[src/rtl/display_arbiter.sv]
// Arbitrates the shared 8-digit display between playback time, volume and track overlays,
// and produces the blink mask while playback is paused.
module display_arbiter #(
  parameter int unsigned HOLD_CYCLES  = 200_000_000,
  parameter int unsigned BLINK_CYCLES = 50_000_000
) (
  input  logic        CLK,
  input  logic        RST_N,
  input  logic [15:0] TIME_DATA,
  input  logic        VOL_REQ,
  input  logic [15:0] VOL_DATA,
  input  logic        TRACK_REQ,
  input  logic [15:0] TRACK_DATA,
  input  logic        PAUSED,
  output logic [15:0] DATA,
  output logic [1:0]  MODE,
  output logic        BLANK
);

  localparam int unsigned TimerW = $clog2(HOLD_CYCLES);
  localparam int unsigned BlinkW = $clog2(BLINK_CYCLES);
  localparam logic [TimerW-1:0] TimerLoad = TimerW'(HOLD_CYCLES - 1);
  localparam logic [BlinkW-1:0] BlinkLast = BlinkW'(BLINK_CYCLES - 1);

  typedef enum logic [1:0] {
    StTime  = 2'd0,
    StVol   = 2'd1,
    StTrack = 2'd2
  } state_e;

  state_e              state_q, state_d;
  logic [TimerW-1:0]   timer_q, timer_d;
  logic [15:0]         vol_q, vol_d;
  logic [15:0]         trk_q, trk_d;
  logic                pend_q, pend_d;
  logic [15:0]         pend_val_q, pend_val_d;
  logic [15:0]         data_q, data_d;
  logic [BlinkW-1:0]   blink_q, blink_d;
  logic                blank_q, blank_d;

  always_comb begin
    state_d    = state_q;
    timer_d    = timer_q;
    vol_d      = vol_q;
    trk_d      = trk_q;
    pend_d     = pend_q;
    pend_val_d = pend_val_q;

    if (TRACK_REQ) begin
      state_d = StTrack;
      trk_d   = TRACK_DATA;
      timer_d = TimerLoad;
      if (VOL_REQ) begin
        pend_d     = 1'b1;
        pend_val_d = VOL_DATA;
      end
    end else if (VOL_REQ) begin
      if (state_q == StTrack) begin
        pend_d     = 1'b1;
        pend_val_d = VOL_DATA;
        // Track overlay keeps running; hold at zero so it expires on the next quiet cycle.
        if (timer_q != '0) timer_d = timer_q - 1'b1;
      end else begin
        state_d = StVol;
        vol_d   = VOL_DATA;
        timer_d = TimerLoad;
      end
    end else if (state_q != StTime) begin
      if (timer_q == '0) begin
        if (state_q == StTrack && pend_q) begin
          state_d = StVol;
          vol_d   = pend_val_q;
          pend_d  = 1'b0;
          timer_d = TimerLoad;
        end else begin
          state_d = StTime;
        end
      end else begin
        timer_d = timer_q - 1'b1;
      end
    end
  end

  always_comb begin
    unique case (state_d)
      StVol:   data_d = vol_d;
      StTrack: data_d = trk_d;
      default: data_d = TIME_DATA;
    endcase
  end

  // Blink only runs while staying in paused TIME; any overlay (including its entry edge) clears it.
  always_comb begin
    blink_d = '0;
    blank_d = 1'b0;
    if (PAUSED && state_q == StTime && state_d == StTime) begin
      if (blink_q == BlinkLast) begin
        blink_d = '0;
        blank_d = ~blank_q;
      end else begin
        blink_d = blink_q + 1'b1;
        blank_d = blank_q;
      end
    end
  end

  always_ff @(posedge CLK) begin
    if (!RST_N) begin
      state_q    <= StTime;
      timer_q    <= '0;
      vol_q      <= '0;
      trk_q      <= '0;
      pend_q     <= 1'b0;
      pend_val_q <= '0;
      data_q     <= '0;
      blink_q    <= '0;
      blank_q    <= 1'b0;
    end else begin
      state_q    <= state_d;
      timer_q    <= timer_d;
      vol_q      <= vol_d;
      trk_q      <= trk_d;
      pend_q     <= pend_d;
      pend_val_q <= pend_val_d;
      data_q     <= data_d;
      blink_q    <= blink_d;
      blank_q    <= blank_d;
    end
  end

  assign DATA  = data_q;
  assign MODE  = state_q;
  assign BLANK = blank_q;

endmodule

[config.mk]
export PLATFORM = sky130hd
export DESIGN_NAME = display_arbiter
export DESIGN_NICKNAME = d
export VERILOG_FILES = /design/src/rtl/display_arbiter.sv
export SDC_FILE = /design/constraint.sdc
export NUM_CORES = 1
export LEC_CHECK = 0
export ABC_AREA = 1
export BUFFER_PORTS_ARGS = -buffer_cell sky130_fd_sc_hd__buf_2
export CORE_MARGIN = 2
export CORE_UTILIZATION = 60
export DETAILED_ROUTE_END_ITERATION = 10
export PLACE_DENSITY = 0.81
export SLEW_MARGIN = 0
export SYNTH_ARGS = -nofsm -noshare
export SYNTH_HDL_FRONTEND = slang
export SYNTH_SLANG_ARGS = --single-unit
[constraint.sdc]
create_clock -name CLK -period 3.9 [get_ports CLK]
set_input_delay 0.39 -clock CLK [delete_from_list [all_inputs] [get_ports CLK]]
set_output_delay 0.39 -clock CLK [all_outputs]
set_load 0.01 [all_outputs]
## Word-level counts from Yosys, hierarchy flattened

Cells that the tools add are included.

- Logic and storage cells: 77
- Register bits after elaboration: 122
- Input bits: 53
- Output and inout port bits: 19

- Equality and inequality tests: 10
- Multiplexer cells: 32
- Bitwise gates (word level): 3
- Reductions and logical operators: 20
- Add/subtract/negate cells: 2

Operator list:

| operator | count |
|---|---|
| 2-to-1 mux 28 bit | 7 |
| 2-to-1 mux 16 bit | 11 |
| case mux 16 bit (2 select lines) | 1 |
| logical NOT 28 bit | 1 |
| nonzero test 28 bit | 1 |
| subtractor 28 x 1 -> 28 bit (second input constant) | 1 |
| adder 26 x 1 -> 26 bit (second input constant) | 1 |
| equality test 26 bit (second input constant) | 1 |
| 2-to-1 mux 2 bit | 5 |
| nonzero test 2 bit | 5 |
| 2-to-1 mux 1 bit | 8 |
| AND reduction 3 bit | 2 |
| AND reduction 5 bit | 1 |
| equality test 2 bit (second input constant) | 2 |
| logical NOT 2 bit | 2 |
| != test 4 x 3 -> 1 bit (second input constant) | 1 |
| != test 4 bit (second input constant) | 1 |
| AND reduction 2 bit | 2 |
| logical AND 1 bit | 3 |
| != test 3 x 1 -> 1 bit (second input constant) | 1 |
| != test 3 x 2 -> 1 bit (second input constant) | 1 |
| != test 3 bit (second input constant) | 1 |
| NOT 1 bit | 3 |
| nonzero test 3 bit | 1 |
| other kinds (4) | 4 |

## Longest topological paths before layout

Gate-level depths: netlist of the first run.

- Depth after elaboration: 11
- Depth in mapped cells: 17
- Mapped depth without buffers: 17

## Least setup slack after synthesis of the first run

Ideal clock, no wire load.

- Kind: register -> register
- Start point: reg timer_q[0]
- End point: reg data_q[10], in the netlist DATA[10]
- Library setup time: 0.070 ns
- Setup slack: 1.433 ns
- Buffers on the path: 1
- Arrival: 2.397 ns
- Cell stages (with the launch flop): 14
- Data required time: 3.830 ns
- Period minus slack after synthesis: 2.467 ns
- Cell sequence: dfxtp_1 > inv_1 > ha_1 > nand2_1 > nor2_2 > nand2_2 > nor2_8 > or2_2 > a31oi_1 > ha_1 > inv_1 > clkbuf_1 > nor2_1 > a21oi_1

- Longest elaborated chain between the ends: 7
- Elaborated cells between the ends (all ways): 12
- Those cells by class: eq/ne: 2; mux: 9; reduce/logical: 1

RTL lines:

| item | RTL line | source |
|---|---|---|
| from (decl) | 32 | `logic [TimerW-1:0] timer_q, timer_d;` |
| from (signal assigned) | 120 | `timer_q <= timer_d;` |
| logical NOT 28 bit (*) | 69 | `if (timer_q == '0) begin` |
| 2-to-1 mux 2 bit | 69 |  |
| 2-to-1 mux 2 bit | 68 | `end else if (state_q != StTime) begin` |
| 2-to-1 mux 2 bit | 57 | `end else if (VOL_REQ) begin` |
| 2-to-1 mux 2 bit | 49 | `if (TRACK_REQ) begin` |
| equality test 2 bit or equality test 2 x 1 -> 1 bit (tied branches) | 85 | `unique case (state_d)` |
| case mux 16 bit (2 select lines) (*) | 85 |  |
| to (signal assigned) | 125 | `data_q <= data_d;` |
| to (decl) | 37 | `logic [15:0] data_q, data_d;` |

Mark *: on every way between the ends. The rest lies on a longest branch, timed or not.
A chain may end at the register's enable or synchronous reset.

## Final worst setup path of the first run

- Start point: reg timer_q[16]
- End point: reg blink_q[9]

- Longest elaborated chain between the ends: 9

RTL lines:

| item | RTL line | source |
|---|---|---|
| logical NOT 28 bit | 69 |  |
| 2-to-1 mux 2 bit | 69 |  |
| 2-to-1 mux 2 bit | 68 |  |
| 2-to-1 mux 2 bit | 57 |  |
| 2-to-1 mux 2 bit | 49 |  |
| logical NOT 2 bit | 96 | `if (PAUSED && state_q == StTime && state_d == StTime) begin` |
| logical AND 1 bit | 96 |  |
| NOT 1 bit (no line) | -- |  |
| OR reduction 3 bit (no line) | -- |  |
| to (signal assigned) | 126 | `blink_q <= blink_d;` |
| to (decl) | 38 | `logic [BlinkW-1:0] blink_q, blink_d;` |

Every way passes these cells.

==> impl_results.md, run 1 <==
* CTS H-tree depth at 4
* Number of setup violations in the final report at 0
* Post-CTS Hold Fix Bufs at 0
* Pwr dens at 450.4 nW/um2
* CTS Sinks at 122
* Post-CTS Setup Inserts at 0
* Vias post-DR at 6,762
* Synth async-reset ratio at 0%
* Post-synthesis average cell area at 6.562 um2
* Antenna diodes at 0
* Std-Cell Rows at 38
* Drt drc at 0
* Fin Setup TNS at 0 ps
* Total Power at 3.498 mW
* Die Y at 109.9 um
* Slew Viols, Final at 0
* Synth Flop Type: dfxtp_1
* Post-synthesis register bit count at 122
* Area Overhead vs Synth at 15.35%
* Ratio of cells with drive above 1 in the final layout at 15.18%
* Clock Skew at 7.114 ps
* Core area at 10,890 um2
* DIE AREA at 12,080 um2
* Worst skew pair latency at 550 ps
* First-pass GRT wire length at 28,980 um
* Crit-path max FO at 22
* Number of synthesized flops with an enable pin at 0
* Largest net degree at the start of global routing at 49
* Hold WC Path Type: in2reg
* RSZ-0062 raised after global routing: no
* IO buf count at 71
* Final wirelength at 17,800 um
* Hold slack at 76.68 ps
* Final Cycle Share at 79.26%
* Clock root buffer: clkbuf_8
* CTS max path bufs at 2
* CTS Buf Count at 17
* Synthesized instance count at 1,026
* Startpoint types: flop
* WL/cell at 14.35 um
* Achievable Freq at 323.5 MHz
* IO Pins at 72
* CP arrival at 3570 ps
* Worst slew pin tran at 753.7 ps
* Max_cap viols at 0
* Synth Warn # at 0
* Initial antenna violation count at 0
* PostCTS Resize Cnt at 0
* Crit path kind: reg2reg
* WP data required at 4370 ps
* DRT Pass-1 Iters at 7
* Sequential element share of the synthesized area at 36.28%
* Final HPWL DP at 12,140 um
* Initial Util at 61.84%
* Final min period at 3091 ps
* Syn Nets at 1,085
* CP Capture Type: flop
* Peak VDD IR at 0.3890 mV
* Final hold violations at 0
* CTS tree: done
* Netlist cell types at 40
* Status: finished, final reports clean
* Final ANT Viol Nets at 0
* Die Wd at 109.9 um
* Rel. slew slack at 49.63%
* Total grt overflow at 0
* Reg clk slew, reported paths at 60 ps
* Layout Nets at 1,146
* 1st-iter DRT viols at 459
* GRT Overall Usage at 30.97%
* Leakage at 3.500 nW
* Via/cell ratio at 5.453
* Vias in the first global route at 6,249
* Mapped cell area at 6733 um2
* Routability cong. at 0.9817
-- worst max-delay path, cell delays in order, from the launching register on --
cell	delay (ps)
dfxtp_1	340
nor2_1	170
nand2_1	120
inv_1	70
nand2_1	90
nor2_4	190
nand2_1	90
o21ai_2	150
inv_1	50
a31oi_1	310
ha_1	210
nand4_1	100
inv_1	80
nand2_1	430
inv_1	310
o21ai_0	140
a21oi_1	150
-- layout make-up --
cell class	count	area, um2
Inverter	109	409.1
Clock inverter	12	165.2
Sequential cell	122	2442
Timing Repair Buffer	79	415.4
Clock buffer	20	445.4
Multi-Input combinational cell	758	3714
Tap cell	140	175.2
Fill cell	924	3122
-- placed cells by master (no fill, tap or decap), types with 13 or more instances in the layout --
master and n:
nor2_1 191, a21oi_1 67, xor2_1 17, nand4_1 16, dfxtp_1 122, o21ai_1 16, nor3_1 13, nand2_1 217
mux2i_1 16, o21ai_0 67, clkbuf_16 16, nand3_1 60, inv_2 13, buf_2 71, nor2_2 13, inv_1 96
-- metrics by stage --
step	std cells	worst slack [ps]	util, %	cell area, um2
4_1_cts	1240	838.0	71.33	7766
6_report	1240	808.7	71.33	7766
2_1_floorplan	1026	1433	-	6733
3_3_place_gp	1208	1002	65.72	7156
5_1_grt	1240	461.7	71.33	7766
3_5_place_dp	1208	898.6	65.72	7156
-- logic make-up (layout without fill, tap and decap cells) --
kind of cell,Yosys count,count (layout),share of synthesized area (%)
compound gates,165,165,12.66
xor+xnor,22,22,2.862
fa+ha+maj,6,6,1.115
buf+inv,146,220,8.567
flops,122,122,36.28
mux,16,16,2.379
simple gates,549,549,36.15
-- routing by layer --
metal / track usage, % / up-vias / share of wire, %
li1: - / 3408 / -
met1: 37.76 / 3062 / 42
met2: 51.36 / 246 / 47
met3: 8.002 / 46 / 8.1
met4: 13.56 / 0 / 3.2
met5: 0 / - / 0
-- sequential cells by signal, indices dropped and copies added (netlist names) --
register,cells
BLANK,1
DATA,16
MODE,2
timer_q,28
pend_q,1
pend_val_q,16
trk_q,16
blink_q,26
vol_q,16
-- Yosys cell counts (7+ instances only) --
master / instances / area (um2)
nor2_2: 13 / 81.33
o21ai_1: 16 / 80.08
mux2i_1: 16 / 160.2
nand2_1: 217 / 814.5
dfxtp_1: 122 / 2442
clkbuf_1: 26 / 97.59
xor2_1: 17 / 148.9
nor2_1: 191 / 716.9
nand3_1: 60 / 300.3
nor3_1: 13 / 65.06
inv_1: 96 / 360.4
o21ai_0: 67 / 335.3
inv_2: 13 / 48.80
a21oi_1: 67 / 335.3
nand4_1: 16 / 100.1
o22ai_1: 10 / 62.56
nor2_4: 8 / 90.09
nand2_2: 7 / 43.79
-- final timing paths --
| kind | start | to | slack [ps] | cells after the start |
|---|---|---|---|---|
| max | timer_q[16] | blink_q[9] | 810 | 16 |
| min | VOL_DATA[1] | pend_val_q[1] | 80 | 3 |
| max reg2reg | timer_q[16] | blink_q[9] | 810 | 16 |
| min reg2reg | blink_q[20] | blink_q[20] | 470 | 2 |
-- report_power, final --
group	switching, mW	total (mW)	internal (mW)
Sequential	0.0477	1.37	1.33
Clock	0.595	1.61	1.02
Combinational	0.338	0.513	0.175
Total	0.981	3.50	2.52
Power figures use the tool's default switching activity.
==> run 2, diff against run 1 <==
- ABC_AREA: 1 -> 0
- CORE_UTILIZATION: 60 -> 52
- PLACE_DENSITY: 0.81 -> 0.75
- clock period: 3.9 -> 2.81 ns (I/O delays scaled with it)
==> impl_results.md, run 2 <==
* Status: complete, but fails checks
* Failing checks: setup timing
* RSZ-0062 raised after global routing: yes
* Share of the synthesized area in the top cell type at 41.83% (+5.6 points)
* Ratio of cells with drive above 1 in the final layout at 25.70% (+11 points)
* Startpoint types: flop
* Crit-path cells: or4_4 > or4_4 > or2_4 > a31o_4 > inv_4 > ha_4 > nand3_4 > buf_12 > nor2_4 > a221o_1
* Compound-Gate Fraction of Synth Area at 18.11% (+5.5 points)
* Synth Flop Type: dfxtp_1
* Number of setup violations in the final report at 30 (+30)
* Most common cell after layout, fill and taps aside: dfxtp_1
* Xor/xnor share of the synthesized area at 4.201% (+1.3 points)
* Mapped cell area at 5838 um2 (-13%)
* Post-synthesis adder-cell area fraction at 1.286% (+0.17 points)
* CP arrival at 3340 ps (-230 ps)
* Net Sw Frac at 24.97% (-3.1 points)
* Clock power frac at 47.8% (+1.8 points)
* Layout Nets at 863 (-25%)
* Initial antenna violation count at 0 (unchanged)
* Initial Util at 53.62% (-8.2 points)
* Synth Warn # at 0 (unchanged)
* Pwr dens at 620.8 nW/um2 (+38%)
* Post-synthesis register bit count at 122 (unchanged)
* Hold slack at 17.09 ps (-59.58 ps)
* Clock Skew at 9.179 ps (+2.065 ps)
* Yosys top cell by area: dfxtp_1
* Psw at 1.194 mW (+22%)
* Top-count cell post-synth: dfxtp_1
* Final setup margin at -119.2 ps (-927.9 ps)
* Logic pwr share at 13.2% (-1.5 points)
* Fin Setup TNS at -1938 ps (-1938 ps)
* Crit path kind: reg2reg
* CTS max path bufs at 2 (unchanged)
* Final HPWL DP at 11,440 um (-5.7%)
* Netlist cell types at 58 (+45%)
* Die Y at 110.0 um (about the same)
* Max FFs per register at 28 (unchanged)
* Vias post-DR at 5,976 (-12%)
* Leakage at 3.007 nW (-14%)
* Total Power at 4.783 mW (+37%)
* Final wirelength at 17,960 um (+0.90%)
* Top flop regs: timer_q (28), blink_q (26)
* CTS tree: done
* Crit-path max FO at 8 (-64%)
* Clock root buffer: clkbuf_8
* Final ANT Viol Nets at 0 (unchanged)
* Synth async-reset ratio at 0% (unchanged)
* Largest net degree at the start of global routing at 28 (-43%)
* Synth top area cells: dfxtp_1, nor2_1, mux2i_1
* DRT Pass-1 Iters at 6 (-1)
* Peak VDD IR at 0.6572 mV (+69%)
* IO buf count at 71 (unchanged)
* CTS H-tree depth at 4 (unchanged)
* Most frequent cells in the layout: dfxtp_1, nor2_1, buf_2, buf_4, mux2i_1
* Commonest cells in the netlist: dfxtp_1, nor2_1, clkbuf_1
* Largest reg by FF count: timer_q
* Core area at 10,890 um2 (unchanged)
* WL/cell at 18.76 um (+31%)
* Worst slew pin tran at 907.8 ps (+154.1 ps)
* Crit-path most repeated cell: or4_4
* Slowest cell on crit path: or4_4
* Max incr delay on CP at 560 ps (+130 ps)
* Worst skew pair latency at 540 ps (about the same)
* Mux share of post-synthesis cell area at 5.829% (+3.5 points)
* Power share of the sequential group at 39.0% (-0.3 points)
* Final Cycle Share at 104.2% (+25 points)
* Post-synthesis average cell area at 8.714 um2 (+33%)
* Via/cell ratio at 6.245 (+15%)
* Slew Viols, Final at 0 (unchanged)
* 1st-iter DRT viols at 653 (+42%)
* Max_cap viols at 0 (unchanged)
* Drt drc at 0 (unchanged)
* Vias in the first global route at 5,625 (-10%)
* Die Wd at 110.0 um (about the same)
* Pre-CTS setup slack at -242.2 ps (-1141 ps)
* First-pass GRT wire length at 26,920 um (-7.1%)
* CTS Buf Count at 17 (unchanged)
* Reg clk slew, reported paths at 60 ps (about the same)
* Sequential element share of the synthesized area at 41.83% (+5.6 points)
* CTS Sinks at 122 (unchanged)
* Std-Cell Rows at 38 (unchanged)
* Total grt overflow at 0 (unchanged)
* Synthesized instance count at 670 (-35%)
* Final hold violations at 0 (unchanged)
* Syn Nets at 729 (-33%)
* CP Capture Type: flop
* Routability cong. at 0.9057 (-7.7%)
* Area Overhead vs Synth at 31.98%
* DIE AREA at 12,090 um2 (about the same)
* Hold WC Path Type: in2reg
* WP data required at 3220 ps (-1150 ps)
* Number of synthesized flops with an enable pin at 0 (unchanged)
* Simple-Gate Fraction of Synth Area at 24.54% (-12 points)
* IO Pins at 72 (unchanged)
* Pint at 3.589 mW (+43%)
* Final cell utilization of the core at 70.77% (-0.56 points)
* Final min period at 2929 ps (-162.1 ps)
* Achievable Freq at 341.4 MHz (+5.5%)
* Rel. slew slack at 39.01% (-11 points)
* Antenna diodes at 0 (unchanged)
* GRT Overall Usage at 29.04% (-1.9 points)
* Main combinational cell family by area after synthesis: simple AND/OR/NAND/NOR gates
-- run 2: changes by cell type after synthesis, moves of 16 or more --
cell and change:
nand3_1 -27, or3_1 +16, and2_1 +30, o211ai_1 +19, o21ai_0 -37, inv_1 -82, nand2_1 -193, mux2i_1 +18
xnor2_1 +16, a21oi_1 -50, nor2_1 -100
-- run 2: final timing paths --
check / from / end / slack (ps) / depth (start not counted)
max: timer_q[20] / DATA[6] / -120 / 10
max reg2reg: timer_q[20] / DATA[6] / -120 / 10
min: VOL_DATA[8] / pend_val_q[8] / 20 / 3
min reg2reg: blink_q[0] / blink_q[0] / 480 / 1
-- run 2: cell type report --
type | instances | area (um2)
clock buffer | 20 | 445.4
clock inverter | 12 | 171.4
fill | 782 | 3183
inverter | 15 | 58.81
multi-input combinational | 491 | 3317
sequential | 122 | 2444
tap | 140 | 175.2
timing repair buffer | 157 | 1094
-- run 2: critical path, delay by kind of cell, from the launching register on --
kind	cells	cell delay, ps
AOI/OAI and AO/OA	2	550
adders and majority gates	1	210
buffers and inverters	2	200
DFF	1	320
and+or+nand+nor	5	1500
-- run 2: repair_timing --
action                                 4_1_cts  5_1_grt
buffers inserted                             1        4
endpoints found under the hold margin       19        0
resized for setup                            8       28
hold buffers                                19        0
setup endpoints to repair                   42       42
cloned                                       0        4
pin swaps                                    3       11
-- run 2: through the flow --
stage | std cells | area [um2]
detailed placement | 897 | 6690
floorplan | 670 | 5942
finish | 957 | 7705
CTS | 949 | 7537
global placement | 897 | 6690
global route | 957 | 7705
-- run 2: kinds of logic (layout without fill, tap and decap cells) --
| logic type | after synthesis | in the layout |
|---|---|---|
| compound gates | 146 | 146 |
| xor+xnor | 28 | 28 |
| fa+ha+maj | 6 | 6 |
| buf+inv | 59 | 204 |
| flops | 122 | 122 |
| mux | 34 | 34 |
| simple gates | 275 | 277 |
-- run 2: power by group through the flow --
stage | logic, mW | registers (mW) | clock network (mW)
finish | 0.630 | 1.87 | 2.29
global route | 0.673 | 1.87 | 2.37
CTS | 0.582 | 1.86 | 2.29
detailed placement | 0.547 | 1.90 | 0
global placement | 0.528 | 1.89 | 0
floorplan | 0.313 | 1.91 | 0
-- run 2: layer usage --
layer  vias up  global-route usage (%)  part of all wire, %
li1       2759                       -                    -
met1      2859                   34.81                   40
met2       299                   48.99                   50
met3        59                   6.817                  7.2
met4         0                   13.38                  3.0
met5         -                       0                    0
